**src/rtl/cache_axi_pkg.sv**
```systemverilog
// cache_axi_pkg: shared burst constants, IDs and FSM state types for the cache AXI arbiter
package cache_axi_pkg;
  typedef enum logic [1:0] {R_IDLE, R_AR, R_DATA, R_DONE} rd_state_e;
  typedef enum logic [1:0] {W_IDLE, W_AW, W_DATA, W_B} wr_state_e;
  localparam logic [1:0] BURST_INCR = 2'b01;
  localparam logic [2:0] SIZE_4B = 3'b010;
  localparam logic [7:0] LEN_LINE = 8'd7;
  localparam logic [3:0] ID_ICACHE = 4'd0;
  localparam logic [3:0] ID_DCACHE = 4'd1;
  localparam int LINE_W = 256;
  localparam int WORDS = 8;
endpackage

```
**src/rtl/line_writeback_fsm.sv**
```systemverilog
// line_writeback_fsm: AXI write channel sequencer for one 8-beat DCache line writeback
module line_writeback_fsm
  import cache_axi_pkg::*;
(
  input  logic              aclk,
  input  logic              aresetn,
  input  logic              dc_wr_req,
  input  logic [26:0]       dc_wr_line,
  input  logic [LINE_W-1:0] dc_wr_data,
  output logic              dc_wr_done,
  output logic [3:0]        awid,
  output logic [31:0]       awaddr,
  output logic [7:0]        awlen,
  output logic [2:0]        awsize,
  output logic [1:0]        awburst,
  output logic              awvalid,
  input  logic              awready,
  output logic [31:0]       wdata,
  output logic [3:0]        wstrb,
  output logic              wlast,
  output logic              wvalid,
  input  logic              wready,
  input  logic              bvalid,
  output logic              bready,
  output logic              busy,
  output logic [26:0]       wr_line
);
  wr_state_e         state;
  logic [2:0]        k;
  logic [LINE_W-1:0] data;
  always_ff @(posedge aclk or negedge aresetn)
    if (!aresetn) begin
      state   <= W_IDLE;
      k       <= '0;
      wr_line <= '0;
      data    <= '0;
    end else
      case (state)
        W_IDLE: if (dc_wr_req) begin
          state   <= W_AW;
          k       <= '0;
          wr_line <= dc_wr_line;
          data    <= dc_wr_data;
        end
        W_AW:   if (awready) state <= W_DATA;
        W_DATA: if (wready) begin
          k <= k + 3'd1;
          if (k == 3'd7) state <= W_B;
        end
        W_B:    if (bvalid) state <= W_IDLE;
        default: state <= W_IDLE;
      endcase
  assign awid       = ID_DCACHE;
  assign awaddr     = {wr_line, 5'b0};
  assign awlen      = LEN_LINE;
  assign awsize     = SIZE_4B;
  assign awburst    = BURST_INCR;
  assign awvalid    = state == W_AW;
  assign wvalid     = state == W_DATA;
  assign wdata      = data[{k, 5'b0} +: 32];
  assign wstrb      = 4'hF;
  assign wlast      = wvalid && k == 3'd7;
  assign bready     = state == W_B;
  assign dc_wr_done = bready && bvalid;
  assign busy       = state != W_IDLE;
endmodule

```
**src/rtl/cache_axi_arbiter.sv**
```systemverilog
// cache_axi_arbiter: shares one AXI4 master between ICache refill, DCache refill and DCache writeback
module cache_axi_arbiter
  import cache_axi_pkg::*;
(
  input  logic              aclk,
  input  logic              aresetn,
  input  logic              ic_rd_req,
  input  logic [31:0]       ic_rd_addr,
  output logic              ic_ret_valid,
  output logic [LINE_W-1:0] ic_ret_data,
  input  logic              dc_rd_req,
  input  logic [31:0]       dc_rd_addr,
  output logic              dc_ret_valid,
  output logic [LINE_W-1:0] dc_ret_data,
  input  logic              dc_wr_req,
  input  logic [31:0]       dc_wr_addr,
  input  logic [LINE_W-1:0] dc_wr_data,
  output logic              dc_wr_done,
  output logic [3:0]        arid,
  output logic [31:0]       araddr,
  output logic [7:0]        arlen,
  output logic [2:0]        arsize,
  output logic [1:0]        arburst,
  output logic              arvalid,
  input  logic              arready,
  input  logic [31:0]       rdata,
  input  logic              rlast,
  input  logic              rvalid,
  input  logic [3:0]        rid,
  input  logic [1:0]        rresp,
  output logic              rready,
  output logic [3:0]        awid,
  output logic [31:0]       awaddr,
  output logic [7:0]        awlen,
  output logic [2:0]        awsize,
  output logic [1:0]        awburst,
  output logic              awvalid,
  input  logic              awready,
  output logic [31:0]       wdata,
  output logic [3:0]        wstrb,
  output logic              wlast,
  output logic              wvalid,
  input  logic              wready,
  input  logic              bvalid,
  input  logic [1:0]        bresp,
  output logic              bready
);
  rd_state_e         rs;
  logic              owner;
  logic [26:0]       rline;
  logic [2:0]        rk;
  logic [LINE_W-1:0] rbuf;
  logic              w_busy;
  logic [26:0]       w_line;
  logic              dc_go;
  logic              unused_ok;
  assign unused_ok = ^{rid, rresp, bresp, ic_rd_addr[4:0], dc_rd_addr[4:0], dc_wr_addr[4:0]};
  // a refill must not overtake a writeback of the same line still in flight
  assign dc_go = dc_rd_req && !(w_busy && w_line == dc_rd_addr[31:5]);
  always_ff @(posedge aclk or negedge aresetn)
    if (!aresetn) begin
      rs    <= R_IDLE;
      owner <= 1'b0;
      rline <= '0;
      rk    <= '0;
      rbuf  <= '0;
    end else
      case (rs)
        R_IDLE: if (dc_go || ic_rd_req) begin
          rs    <= R_AR;
          owner <= dc_go;
          rline <= dc_go ? dc_rd_addr[31:5] : ic_rd_addr[31:5];
          rk    <= '0;
        end
        R_AR:   if (arready) rs <= R_DATA;
        R_DATA: if (rvalid) begin
          rbuf[{rk, 5'b0} +: 32] <= rdata;
          rk <= rk + 3'd1;
          if (rlast) rs <= R_DONE;
        end
        R_DONE: rs <= R_IDLE;
        default: rs <= R_IDLE;
      endcase
  assign arid         = owner ? ID_DCACHE : ID_ICACHE;
  assign araddr       = {rline, 5'b0};
  assign arlen        = LEN_LINE;
  assign arsize       = SIZE_4B;
  assign arburst      = BURST_INCR;
  assign arvalid      = rs == R_AR;
  assign rready       = rs == R_DATA;
  assign ic_ret_valid = rs == R_DONE && !owner;
  assign dc_ret_valid = rs == R_DONE && owner;
  assign ic_ret_data  = rbuf;
  assign dc_ret_data  = rbuf;
  line_writeback_fsm u_wb (
    .aclk       (aclk),
    .aresetn    (aresetn),
    .dc_wr_req  (dc_wr_req),
    .dc_wr_line (dc_wr_addr[31:5]),
    .dc_wr_data (dc_wr_data),
    .dc_wr_done (dc_wr_done),
    .awid       (awid),
    .awaddr     (awaddr),
    .awlen      (awlen),
    .awsize     (awsize),
    .awburst    (awburst),
    .awvalid    (awvalid),
    .awready    (awready),
    .wdata      (wdata),
    .wstrb      (wstrb),
    .wlast      (wlast),
    .wvalid     (wvalid),
    .wready     (wready),
    .bvalid     (bvalid),
    .bready     (bready),
    .busy       (w_busy),
    .wr_line    (w_line)
  );
endmodule

```
**config.mk**
```make
export PLATFORM = sky130hd
export DESIGN_NAME = cache_axi_arbiter
export DESIGN_NICKNAME = d
export VERILOG_FILES = /design/src/rtl/cache_axi_pkg.sv /design/src/rtl/line_writeback_fsm.sv /design/src/rtl/cache_axi_arbiter.sv
export SDC_FILE = /design/constraint.sdc
export NUM_CORES = 1
export LEC_CHECK = 0
export CORE_AREA = 2 2 418 420
export DETAILED_ROUTE_END_ITERATION = 10
export DIE_AREA = 0 0 420 422
export GPL_ROUTABILITY_DRIVEN = 0
export SKIP_CTS_REPAIR_TIMING = 1
export SLEW_MARGIN = 5
export SYNTH_ARGS = -nofsm -noshare
export SYNTH_HDL_FRONTEND = slang
export SYNTH_SLANG_ARGS = --single-unit
```
**constraint.sdc**
```tcl
create_clock -name aclk -period 3.02 [get_ports aclk]
set_input_delay 0.604 -clock aclk [delete_from_list [all_inputs] [get_ports aclk]]
set_output_delay 0.604 -clock aclk [all_outputs]
set_load 0.03 [all_outputs]
```
# After elaboration in Yosys (flattened, before gate mapping)
# Index checks and enable logic that the tools add are counted.
# W data, S select, Z words.
# totals
n_memories	0
latch_bits	0
ff_bits	577
elab_cells	73
inputBits	403
output_inout_bits	655
romBits	0
ram_bits	0
# op_classes
eq_ne	17
n_mux	20
div_mod_pow	0
reduce_logical	21
mul	0
n_lt_le_gt_ge	0
addsub	3
shifts	3
bitwise	0
# op_table
cell	count
$bwmux W256	1
$shift A32 B10 Y256 const A	1
$shiftx A256 B9 Y32	1
$shiftx A32 B10 Y256	1
$eq A27 B27 Y1	1
$mux W27	1
$mux W2	9
$pmux W2 S4	2
$ne A2 B2 Y1 const B	7
$mux W3	4
$pmux W3 S2	2
$neg A8 Y10	1
$eq A2 B2 Y1 const B	4
$add A3 B1 Y3 const B	2
$logic_and A1 B1 Y1	6
$reduce_and A2 Y1	3
$reduce_and A3 Y1	2
$reduce_bool A2 Y1	3
$reduce_and A5 Y1	1
$eq A2 B1 Y1 const B	2
$logic_not A2 Y1	2
$ne A2 B1 Y1 const B	2
$reduce_and A4 Y1	1
$eq A3 B3 Y1 const B	1
3 further kinds	4

# Depth between registers and ports, before layout
# depth
depth_word	7
mapped_depth	9
mapped_depth_nobuf	7

# Cells and area by module
# Synthesis repeated with hierarchy kept, for this count alone.
# unflattened
cells_unflattened	2260
area_unflattened_um2	26928.3
# modules_own_cells
mod	cells_per_inst	n_inst	area_per_inst_um2
cache_axi_arbiter	1462	1	13833.3
line_writeback_fsm	798	1	13095.1

# Least setup slack after synthesis
# OpenSTA, ideal clock, no wires.
# synth_timing
kind	flip-flop to output port
from	register u_wb.k[0]
to	output wdata[10]
path_buffers	2
t_required_ps	2416
path_stages_with_launch	5
arrival_ps	2016
path_slack_ps	400
path_cell_list	dfrtp_1 buf_1 buf_2 mux4_2 mux2_2
# synth_via
elab_chain_len	1
# synth_rtl
element	line_no	source
from (decl)	line_writeback_fsm.sv:29	logic [2:0] k;
from (signal assigned)	line_writeback_fsm.sv:47	k <= k + 3'd1;
$shiftx A256 B9 Y32	line_writeback_fsm.sv:60	assign wdata = data[{k, 5'b0} +: 32];
to (decl)	cache_axi_arbiter.sv:39	output logic [31:0] wdata,
# Every way passes these cells.

# Final worst setup path
# layout_timing
from	register u_wb.k[0]
to	output wdata[25]
# Same word-level chain as after synthesis.

==> results.yml <==
floorplan:
  core_um2: 173000
  pin_count: 1058
  dieWidth_um: 420
  die_area_um2: 177000
  initial_core_util: 0.154
  die_y_um: 422
  row_count: 153
place:
  numPortBuffers: 987
  post-place-ws_ns: -0.191
  dpl.cell_count: 5220
  dp_hpwl_um: 92200
routing:
  drtPass1Iterations: 6
  drt-total-wl_um: 116000
  drt-initial-drc-count: 1337
  routedWlPerCell_um: 21.6
  avgViaCountPerCell: 3.68
  final_antenna_net_count: 0
  drc: 0
  vias: 19800
logic_synthesis:
  syn-mean-instance-area_um2: 12.2
  syn_inst: 2187
  ys_warn_count: 0
  ys_seq_area_frac: 0.542
  synth-edff-count: 0
  yosysTopAreaCell: "dfrtp_1"
  syn_area_um2: 26600
  ys_async_sr_fraction: 1.00
  synth-seq-cells: 577
  synthTopCellsByArea: "dfrtp_1, mux2_2, buf_4, mux4_2, nand2_1"
  synth_cell_type_count: 39
  synth_flop_cell: "dfrtp_1"
  synth_top_area_share: 0.542
worst_setup_path:
  start_kind: "register"
  cpLargestDelayFamily: "multiplexers"
  end_kind: "primary output"
  cpPeakStageDelay_ns: 0.54
  crit_type: "reg2out"
  crit_fanout: 6
  crit_required_ns: 2.42
  cp.buffers_inverters: 4
  arrival_ns: 2.66
  r2r_start: "rk[0]$_DFFE_PN0P_"
  timing.critical_path.from: "u_wb.k[0]$_DFFE_PN0P_"
  worstPathCellList: "buf_16 -> buf_12 -> buf_4 -> mux4_2 -> mux2_4 -> buf_6"
  slowest_stage: "mux4_2"
global_routing:
  grt_remaining_overflow: 0
  grt_pass1_vias: 20100
  antenna_found_initial: 30
  grt_pass1_wl_um: 158000
  track_usage: 0.127
  grt_start_max_net_pins: 73
clock_network:
  root_buffer: "clkbuf_16"
  cts_sinks: 577
  path_clk_slew_ns: 0.06
  cts_buffers: 68
  h-tree-depth: 3
  clk_path_buf_depth: 3
  clk_latency_ns: 0.67
  cts_tree: "done"
job:
  cap_violations: 0
final_layout:
  fin_nets: 3405
  instances_no_fill: 5366
  area.growth.synth_to_final_pct: 51.9
  n_fill_cell: 18400
  layout-drive-gt1-share: 0.210
timing:
  fmax_mhz: 306
  fin_hold_ws_ns: 0.489
  layout_setup_ws_ns: -0.247
  worst_pin_slew_ns: 0.865
  setup_viol_count_final: 32
  max_slew_margin: 0.423
  clock_skew_ns: 0.0266
  period_share: 1.08
  maxSlewViolCount: 0
  hold_viol: 0
  finalCriticalPeriod_ns: 3.27
  grt_setup_unrepaired: "true"
worst_hold_path:
  hold_path_class: "reg2reg"
  holdCritStartpoint: "u_wb.data[168]$_DFFE_PN0P_"
power_and_ir_drop:
  total_leakage_power_nw: 16.1
  power_w: 0.0369
  power_density_nw_per_um2: 913
  irDropWorstVdd_mv: 0.655
run_status:
  violations: "setup timing"
  status: "complete, but fails checks"
[registers in the layout (all words and copies together) (netlist names), 2 cells and up]
| name | count |
|---|---|
| u_wb.data | 256 |
| rs | 2 |
| rk | 3 |
| u_wb.wr_line | 27 |
| u_wb.state | 2 |
| rline | 27 |
| u_wb.k | 3 |
| dc_ret_data | 256 |
[kinds of logic (layout without fill, tap and decap cells)]
kind of cell / Yosys count / count (layout) / synth area share
flip-flops: 577 / 577 / 0.542
multiplexers: 463 / 463 / 0.222
buffers and inverters: 434 / 1238 / 0.105
AND/OR/NAND/NOR: 414 / 414 / 0.0640
AO/OA/AOI/OAI: 254 / 254 / 0.0501
XOR/XNOR: 27 / 27 / 0.00888
adder cells (fa/ha/maj): 16 / 16 / 0.00752
other: 2 / 52 / 0.000282
[layout make-up]
type | instances | area (um2) | share of cell area
clock buffers | 103 | 2020 | 0.0500
diodes | 5 | 12.5 | 0.000309
well taps | 2325 | 2910 | 0.0719
multi-input cells | 1221 | 9650 | 0.239
clock inverters | 17 | 229 | 0.00566
inverters | 11 | 41.3 | 0.00102
flip-flops and latches | 577 | 14400 | 0.357
repair buffers | 1107 | 11100 | 0.275
[cell usage after synthesis, drive strengths merged (4+ instances only)]
cell,number
nand4,9
nor4,6
o21ai,208
mux2i,28
nand2b,28
dfrtp,577
mux4,64
nor2b,6
clkbuf,99
and2,5
nand3,4
xor2,23
mux2,371
buf,324
xnor2,4
nand2,319
ha,16
o221ai,4
inv,11
nor2,34
a22o,4
a21oi,31
[where the power goes]
| group | leakage [nW] | internal (W) | switching [W] | total [W] |
|---|---|---|---|---|
| registers | 7.29 | 0.0104 | 0.00181 | 0.0122 |
| clock network | 1.11 | 0.00498 | 0.00346 | 0.00844 |
| logic | 7.68 | 0.00763 | 0.00872 | 0.0163 |
[cells in the final DEF, fill, tap and decap left out, types with 22 or more instances in the layout]
master	Yosys	layout
clkdlybuf4s50_1	0	949
conb_1	2	47
nand2_1	319	318
mux2_2	302	288
xor2_1	23	23
mux2i_1	28	28
mux4_2	64	64
a21oi_1	31	31
mux2_1	69	69
buf_4	305	86
buf_6	1	22
buf_12	1	27
nor2_1	34	33
clkbuf_16	0	70
dfrtp_1	577	574
nand2b_1	28	28
o21ai_1	204	204
[through the flow]
step	TNS, ns	area (um2)	utilization
finish	-4.49	40500	0.234
global placement	-4.33	37900	0.219
detailed placement	-4.94	37900	0.219
CTS	-19.50	40200	0.232
floorplan	0	26800	-
global route	-8.44	40500	0.234
[worst paths after layout]
| check | endpoint | slack (ns) | cells past startpoint |
|---|---|---|---|
| min reg2reg | u_wb.data[168]$_DFFE_PN0P_ | 0.49 | 1 |
| max | wdata[25] | -0.25 | 6 |
| max reg2reg | dc_ret_data[206]$_DFFE_PN0P_ | 0.26 | 8 |
| max in group asynchronous | u_wb.data[141]$_DFFE_PN0P_ | 1.54 | 3 |
| min | u_wb.data[168]$_DFFE_PN0P_ | 0.49 | 1 |
| min in group asynchronous | dc_ret_data[18]$_DFFE_PN0P_ | 0.53 | 2 |
[metal layers]
layer | routed length, um | vias to the layer above | global-route usage
met5 | 124 | - | 0
met3 | 7900 | 141 | 0.0357
met4 | 3190 | 18 | 0.0405
li1 | - | 8796 | -
met2 | 60400 | 736 | 0.226
met1 | 44100 | 10100 | 0.144
Power figures use the tool's default switching activity.
